--- config.mk ---
export PLATFORM = sky130hd
export DESIGN_NAME = mem_sram_ctrl
export DESIGN_NICKNAME = d
export VERILOG_FILES = /design/src/rtl/mem_sram_ctrl.sv
export SDC_FILE = /design/constraint.sdc
export NUM_CORES = 1
export LEC_CHECK = 0
export ABC_AREA = 1
export BUFFER_PORTS_ARGS = -buffer_cell sky130_fd_sc_hd__buf_4
export CELL_PAD_IN_SITES_DETAIL_PLACEMENT = 0
export CELL_PAD_IN_SITES_GLOBAL_PLACEMENT = 1
export CORE_MARGIN = 1
export CORE_UTILIZATION = 33
export CTS_CLUSTER_DIAMETER = 150
export DETAILED_ROUTE_END_ITERATION = 8
export PLACE_DENSITY = 0.88
export SLEW_MARGIN = 0
export SYNTH_ARGS = -nofsm -noshare
export SYNTH_HDL_FRONTEND = slang
export SYNTH_SLANG_ARGS = --single-unit
--- constraint.sdc ---
create_clock -name clk -period 2.9 [get_ports clk]
set_input_delay 0.29 -clock clk [delete_from_list [all_inputs] [get_ports clk]]
set_output_delay 0.29 -clock clk [all_outputs]
set_load 0.02 [all_outputs]
--- src/rtl/mem_sram_ctrl.sv ---
// mem_sram_ctrl: memory-stage controller for a 16-bit external SRAM.
// Splits each 32-bit load/store from the EXE/MEM register into two halfword accesses
// (low halfword first), each phase held WAIT_CYCLES+1 cycles, and freezes the pipeline
// until the transaction finishes.
//
// Ports:
//   clk, rst          clock, asynchronous active-high reset
//   mem_read/write    request from EXE/MEM register (write wins if both are set)
//   addr, wdata       byte address and store data
//   rdata             load data, held until the next read capture
//   ready, freeze     pipeline may advance / pipeline hold (freeze = ~ready)
//   sram_*            halfword address, active-low write enable, write data + output enable,
//                     read data
//   stall_count       saturating count of freeze cycles
//
// Optional feature: define SRAM_STALL_CNT_EN to build the stall counter; otherwise
// stall_count is tied to zero.

module mem_sram_ctrl #(
  parameter logic [31:0] BASE_ADDR   = 32'd1024,
  parameter int unsigned WAIT_CYCLES = 2,
  parameter int unsigned SRAM_AW     = 18
) (
  input  logic               clk,
  input  logic               rst,
  input  logic               mem_read,
  input  logic               mem_write,
  input  logic [31:0]        addr,
  input  logic [31:0]        wdata,
  output logic [31:0]        rdata,
  output logic               ready,
  output logic               freeze,
  output logic [SRAM_AW-1:0] sram_addr,
  output logic               sram_we_n,
  output logic [15:0]        sram_dq_out,
  output logic               sram_dq_oe,
  input  logic [15:0]        sram_dq_in,
  output logic [31:0]        stall_count
);

  localparam int unsigned WW = (WAIT_CYCLES > 0) ? $clog2(WAIT_CYCLES + 1) : 1;
  localparam logic [WW-1:0] WaitLast = WW'(WAIT_CYCLES);

  localparam logic [1:0] StIdle = 2'd0;
  localparam logic [1:0] StLo   = 2'd1;
  localparam logic [1:0] StHi   = 2'd2;
  localparam logic [1:0] StDone = 2'd3;

  logic [1:0]         state_q, state_d;
  logic [WW-1:0]      wait_q, wait_d;
  logic               op_we_q, op_we_d;
  logic [SRAM_AW-2:0] word_q, word_d;
  logic [31:0]        wdata_q, wdata_d;
  logic [31:0]        rdata_q, rdata_d;

  logic req, in_phase, last;

  assign req      = mem_read | mem_write;
  assign in_phase = (state_q == StLo) || (state_q == StHi);
  assign last     = (wait_q == WaitLast);

  always_comb begin
    state_d = state_q;
    wait_d  = wait_q;
    op_we_d = op_we_q;
    word_d  = word_q;
    wdata_d = wdata_q;
    rdata_d = rdata_q;
    case (state_q)
      StIdle: begin
        if (req) begin
          op_we_d = mem_write;
          word_d  = (SRAM_AW-1)'((addr - BASE_ADDR) >> 2);
          wdata_d = wdata;
          wait_d  = '0;
          state_d = StLo;
        end
      end
      StLo: begin
        if (last) begin
          wait_d  = '0;
          state_d = StHi;
          if (!op_we_q) rdata_d[15:0] = sram_dq_in;
        end else begin
          wait_d = wait_q + 1'b1;
        end
      end
      StHi: begin
        if (last) begin
          wait_d  = '0;
          state_d = StDone;
          if (!op_we_q) rdata_d[31:16] = sram_dq_in;
        end else begin
          wait_d = wait_q + 1'b1;
        end
      end
      // Always pass through idle so a request still held after completion is seen fresh.
      default: state_d = StIdle;
    endcase
  end

  always_ff @(posedge clk or posedge rst) begin
    if (rst) begin
      state_q <= StIdle;
      wait_q  <= '0;
      op_we_q <= 1'b0;
      word_q  <= '0;
      wdata_q <= '0;
      rdata_q <= '0;
    end else begin
      state_q <= state_d;
      wait_q  <= wait_d;
      op_we_q <= op_we_d;
      word_q  <= word_d;
      wdata_q <= wdata_d;
      rdata_q <= rdata_d;
    end
  end

  // SRAM pins decode straight from state so reset releases them without waiting for a clock.
  always_comb begin
    ready       = (state_q == StIdle) ? ~req : (state_q == StDone);
    freeze      = ~ready;
    rdata       = rdata_q;
    sram_addr   = in_phase ? {word_q, (state_q == StHi)} : '0;
    sram_dq_oe  = in_phase & op_we_q;
    sram_dq_out = sram_dq_oe ? ((state_q == StHi) ? wdata_q[31:16] : wdata_q[15:0]) : 16'h0;
    // Last cycle of a phase holds data with we_n released, unless the phase is one cycle long.
    sram_we_n   = ~(in_phase & op_we_q & (~last | (WAIT_CYCLES == 0)));
  end

`ifdef SRAM_STALL_CNT_EN
  logic [31:0] stall_q, stall_d;

  always_comb begin
    stall_d = stall_q;
    if (freeze && (stall_q != 32'hFFFF_FFFF)) stall_d = stall_q + 32'd1;
  end

  always_ff @(posedge clk or posedge rst) begin
    if (rst) stall_q <= '0;
    else     stall_q <= stall_d;
  end

  assign stall_count = stall_q;
`else
  assign stall_count = 32'd0;
`endif

endmodule

# [Word level (Yosys, flattened, before mapping)]
# Cells that the tools add are included.
[totals] out_inout_bits=102 ff_bits=86 in_bits=84
[op_classes] n_addsub=2 eq_ne=7 mux=11 n_reduce_logical=9 n_bitwise=8
[op_table] cell="two-way mux 16 bit" count=2
[op_table] cell="subtractor 19 x 11 -> 19 bit (second input constant)" count=1
[op_table] cell="two-way mux 18 bit" count=1
[op_table] cell="two-way mux 2 bit" count=5
[op_table] cell="AND reduction 3 bit" count=3
[op_table] cell="equality test 2 bit (second input constant)" count=3
[op_table] cell="inequality test 2 bit (second input constant)" count=3
[op_table] cell="one-hot mux 2 bit (3 select lines)" count=1
[op_table] cell="inverter 1 bit" count=5
[op_table] cell="one-hot mux 2 bit (2 select lines)" count=1
[op_table] cell="AND reduction 2 bit" count=2
[op_table] cell="adder 2 x 1 -> 2 bit (second input constant)" count=1
[op_table] cell="AND 1 bit" count=2
[op_table] cell="equality test 2 x 1 -> 1 bit (second input constant)" count=1
[op_table] cell="logical NOT 2 bit" count=1
[op_table] cell="nonzero test 2 bit" count=1
[op_table] cell="OR reduction 2 bit" count=1
[op_table] cell="logical OR 1 bit" count=1
[op_table] cell="two-way mux 1 bit" count=1
[op_table] cell="OR 1 bit" count=1

# [Logic depth before layout (Yosys ltp)]
[logic_depth] word_depth=5 mapped_depth=8

# [Worst setup path before layout]
# OpenSTA, ideal clock, no wires.
[synth_timing] path_type="flip-flop to output port" start="register state_q[0]" end="output sram_dq_out[0]" required_ns=2.610 setup_slack_ns=0.907 t_arrival_ns=1.703 stages_incl_launch_ff=7 path_buffers=2 cell_sequence="dfrtp_1 inv_1 ha_1 buf_2 clkinv_1 buf_2 a21oi_1"
[synth_via] elab_chain_cells=4 word_cells_on_any_way=6
[synth_lines] element="start: declaration" line_no="49" source="logic [1:0] state_q, state_d;"
[synth_lines] element="start signal: assignment" line_no="104" source="state_q <= StIdle;"
[synth_lines] element="start signal: assignment" line_no="111" source="state_q <= state_d;"
[synth_lines] element="equality test 2 x 1 -> 1 bit or equality test 2 bit (tied branches)" line_no="59, 127"
[synth_lines] element="logical OR 1 bit" line_no="59" source="assign in_phase = (state_q == StLo) || (state_q == StHi);"
[synth_lines] element="AND 1 bit" line_no="126" source="sram_dq_oe = in_phase & op_we_q;"
[synth_lines] element="two-way mux 16 bit *" line_no="127" source="sram_dq_out = sram_dq_oe ? ((state_q == StHi) ? wdata_q[31:16] : wdata_q[15:0]) : 16'h0;"
[synth_lines] element="end: declaration" line_no="35" source="output logic [15:0] sram_dq_out,"
# Every way passes the cells marked *; elsewhere a longest branch is shown, timed or not.

# [Worst setup path after layout]
# Same ends and word-level chain as after synthesis.

==> flow_metrics.py <==
metrics = {
    "synth": {
        "synth_seq_area_share_pct": 52.41,
        "yosys.area.top_type": "dfrtp_1",
        "yosys-top-cells-area": "dfrtp_1 52%, nand2_1 21%, buf_4 6.6%",
        "syn-cell-area_sq_um": 4106,
        "synthDominantCellAreaShare_pct": 52.41,
        "syn-instance-count": 520,
        "yosysWarningCount": 0,
        "synth.most_common_cell": "nand2_1",
        "synthFlopType": "dfrtp_1",
        "yosys_register_bits": 86,
        "ys_types": 21,
        "avgSynthCellArea_sq_um": 7.897,
        "synthArstFlopShare_pct": 100.0,
        "synth-edff-count": 0,
        "yosys-top-cells-count": "225 x nand2_1, 86 x dfrtp_1, 53 x inv_1",
    },
    "sta": {
        "finClkSkew_ns": 0.005568,
        "fin_worst_hold_slack_ns": 0.001202,
        "setup_viol": 0,
        "rsz0062_at_grt": "false",
        "timing.final.crit_period_ns": 2.343,
        "period_share_pct": 80.79,
        "drv_slew": 0,
        "worstMarginPinSlew_ns": 0.7992,
        "maxSlewHeadroom_pct": 46.64,
        "max_clock_freq_mhz": 426.8,
        "setup_tns_ns": 0,
        "finalHoldViolations": 0,
    },
    "global_route": {
        "grt_max_degree": 48,
        "antenna_found_initial": 0,
        "grt_pass1_vias": 3346,
        "overflow": 0,
        "grt_usage_pct": 16.27,
        "grt_pass1_wl_mm": 16.26,
    },
    "drt": {
        "drc": 0,
        "dr.pass1.iters": 5,
        "via_per_inst": 4.253,
        "antenna_left": 0,
        "vias": 3517,
        "dr.first_iter.drc_count": 165,
        "wl_mm": 10.08,
        "wl_per_cell_microns": 12.19,
    },
    "worst_setup_path": {
        "worstPathCellList": "inv_1 > ha_1 > clkinv_1 > o21ai_0 > a21oi_1 > buf_4",
        "r2r_cells": 5,
        "timing.rr.start": "state_q[0]",
        "reg2reg_slack_ns": 0.89,
        "crit_arrival_ns": 2.05,
        "required_ns": 2.61,
        "setup.worst_path.end_class": "output port",
        "critPathLaunchType": "flop",
        "worstSetupPathType": "flop to output port",
        "crit-reg2reg-capture": "wdata_q[1]",
        "slowest_delay_ns": 0.43,
        "slowest_stage": "clkinv_1",
        "path_max_fanout": 18,
        "critPathBufInv": 3,
        "path_delay_family": "buffers and inverters",
    },
    "die": {
        "placementRows": 40,
        "die_area_sq_um": 12890,
        "ios": 186,
        "die_w_microns": 113.6,
        "die_h_microns": 113.6,
        "coreArea_sq_um": 12060,
        "start_util_pct": 34.05,
    },
    "cts": {
        "root_buffer": "clkbuf_16",
        "path_clk_slew_ns": 0.06,
        "cts_tree": "built",
        "postCtsSetupBuffers": 0,
        "ctsLongestPathBuffers": 2,
        "h-tree-depth": 3,
        "clock_sinks": 86,
        "cts_hold_buf": 0,
        "clock_latency_ns": 0.33,
        "cts_resized": 0,
        "cts_buffers": 9,
    },
    "run_status": {
        "status": "completed",
    },
    "layout": {
        "area_growth_pct": 34.80,
        "drive_above_1_share_pct": 24.89,
        "n_antenna_cell": 0,
        "final_util_pct": 45.89,
        "layout.nets": 744,
        "fill_cells": 1195,
    },
    "min_path": {
        "hold_path_class": "primary input to async pin",
    },
    "flow_run": {
        "maxCapViolCount": 0,
    },
    "placement": {
        "hpwl_mm": 7.325,
        "port_buffers": 138,
        "gp_congestion": 0.7924,
    },
    "power_and_ir_drop": {
        "peakVddDrop_mv": 0.6069,
        "leakage_nw": 3.145,
        "powerDensity_nw_per_um2": 1200,
    },
}
-- cell type report --
class | instances | area [sq um] | area share (%)
clock buffer | 11 | 232.7 | 4.204
timing repair buffer | 147 | 1104 | 19.94
tap | 168 | 210.2 | 3.797
multi-input combinational | 356 | 1509 | 27.26
clock inverter | 4 | 120.1 | 2.170
inverter | 55 | 207.7 | 3.752
sequential | 86 | 2152 | 38.88
-- registers in the layout (all words and copies together) (netlist names) --
register,cells
word_q,17
op_we_q,1
rdata,32
wdata_q,32
wait_q,2
state_q,2
-- layer usage --
metal	share of wire (%)	track usage, %	vias to the layer above
li1	-	-	1775
met1	43	19.83	1606
met2	47	26.26	130
met3	8.9	7.917	6
met4	0.55	3.070	0
met5	0	0	-
-- cells by family (layout without fill, tap and decap cells) --
group,after synthesis,count (layout),share of synthesized area [%]
AND/OR/NAND/NOR,248,248,23.13
adder cells (fa/ha/maj),5,5,1.523
XOR/XNOR,2,2,0.4266
flip-flops,86,86,52.41
other,1,32,0.09132
buffers and inverters,109,217,13.68
AO/OA/AOI/OAI,69,69,8.745
-- through the flow --
step | cells | total power [mW] | instance area [sq um] | setup slack (ns)
after detailed placement | 812 | 5.332 | 5182 | 0.8301
after global routing | 827 | 7.177 | 5535 | 0.3777
final | 827 | 6.642 | 5535 | 0.5572
after floorplan | 551 | 4.104 | 4223 | 0.3882
after CTS | 827 | 6.741 | 5535 | 0.4882
after global placement | 812 | 5.255 | 5182 | 0.8932
-- worst reg2reg max path, cell delays in order (launching register included) --
cell     delay, ns
dfrtp_1       0.42
inv_1         0.11
ha_1          0.28
o21ai_4       0.20
inv_2         0.64
o21ai_0       0.21
-- layout by cell type (no fill, tap or decap) --
cell type / n
nand2_1: 225
buf_4: 147
dfrtp_1: 86
inv_1: 52
o21ai_0: 48
conb_1: 32
a21oi_1: 19
nor2_1: 13
clkbuf_16: 9
nand3_1: 6
ha_1: 5
bufinv_16: 4
nand4_1: 2
clkbuf_1: 2
o21ai_4: 1
inv_2: 1
xnor2_1: 1
xor2_1: 1
nand3b_1: 1
o21bai_1: 1
nor2_2: 1
clkinv_1: 1
clkinv_2: 1
-- how the worst max path moves through the flow --
stage | startpoint | to | slack, ns | cells past startpoint
after detailed placement | state_q[0] | wdata_q[3] | 0.83 | 6
final | state_q[0] | sram_dq_out[0] | 0.56 | 6
after floorplan | rst | op_we_q | 0.39 | 1
after global routing | state_q[0] | sram_dq_out[0] | 0.38 | 6
after global placement | state_q[0] | sram_dq_out[1] | 0.89 | 6
after CTS | state_q[0] | sram_dq_out[1] | 0.49 | 6
-- report_power, final --
group | internal [mW] | leakage, nW | switching (mW) | total (mW)
clock network | 0.925 | 0.170 | 0.446 | 1.37
registers | 1.81 | 1.04 | 0.341 | 2.15
logic | 1.19 | 1.94 | 1.94 | 3.12
total | 3.92 | 3.15 | 2.72 | 6.64
No activity file was read; power rests on OpenSTA's default activity.
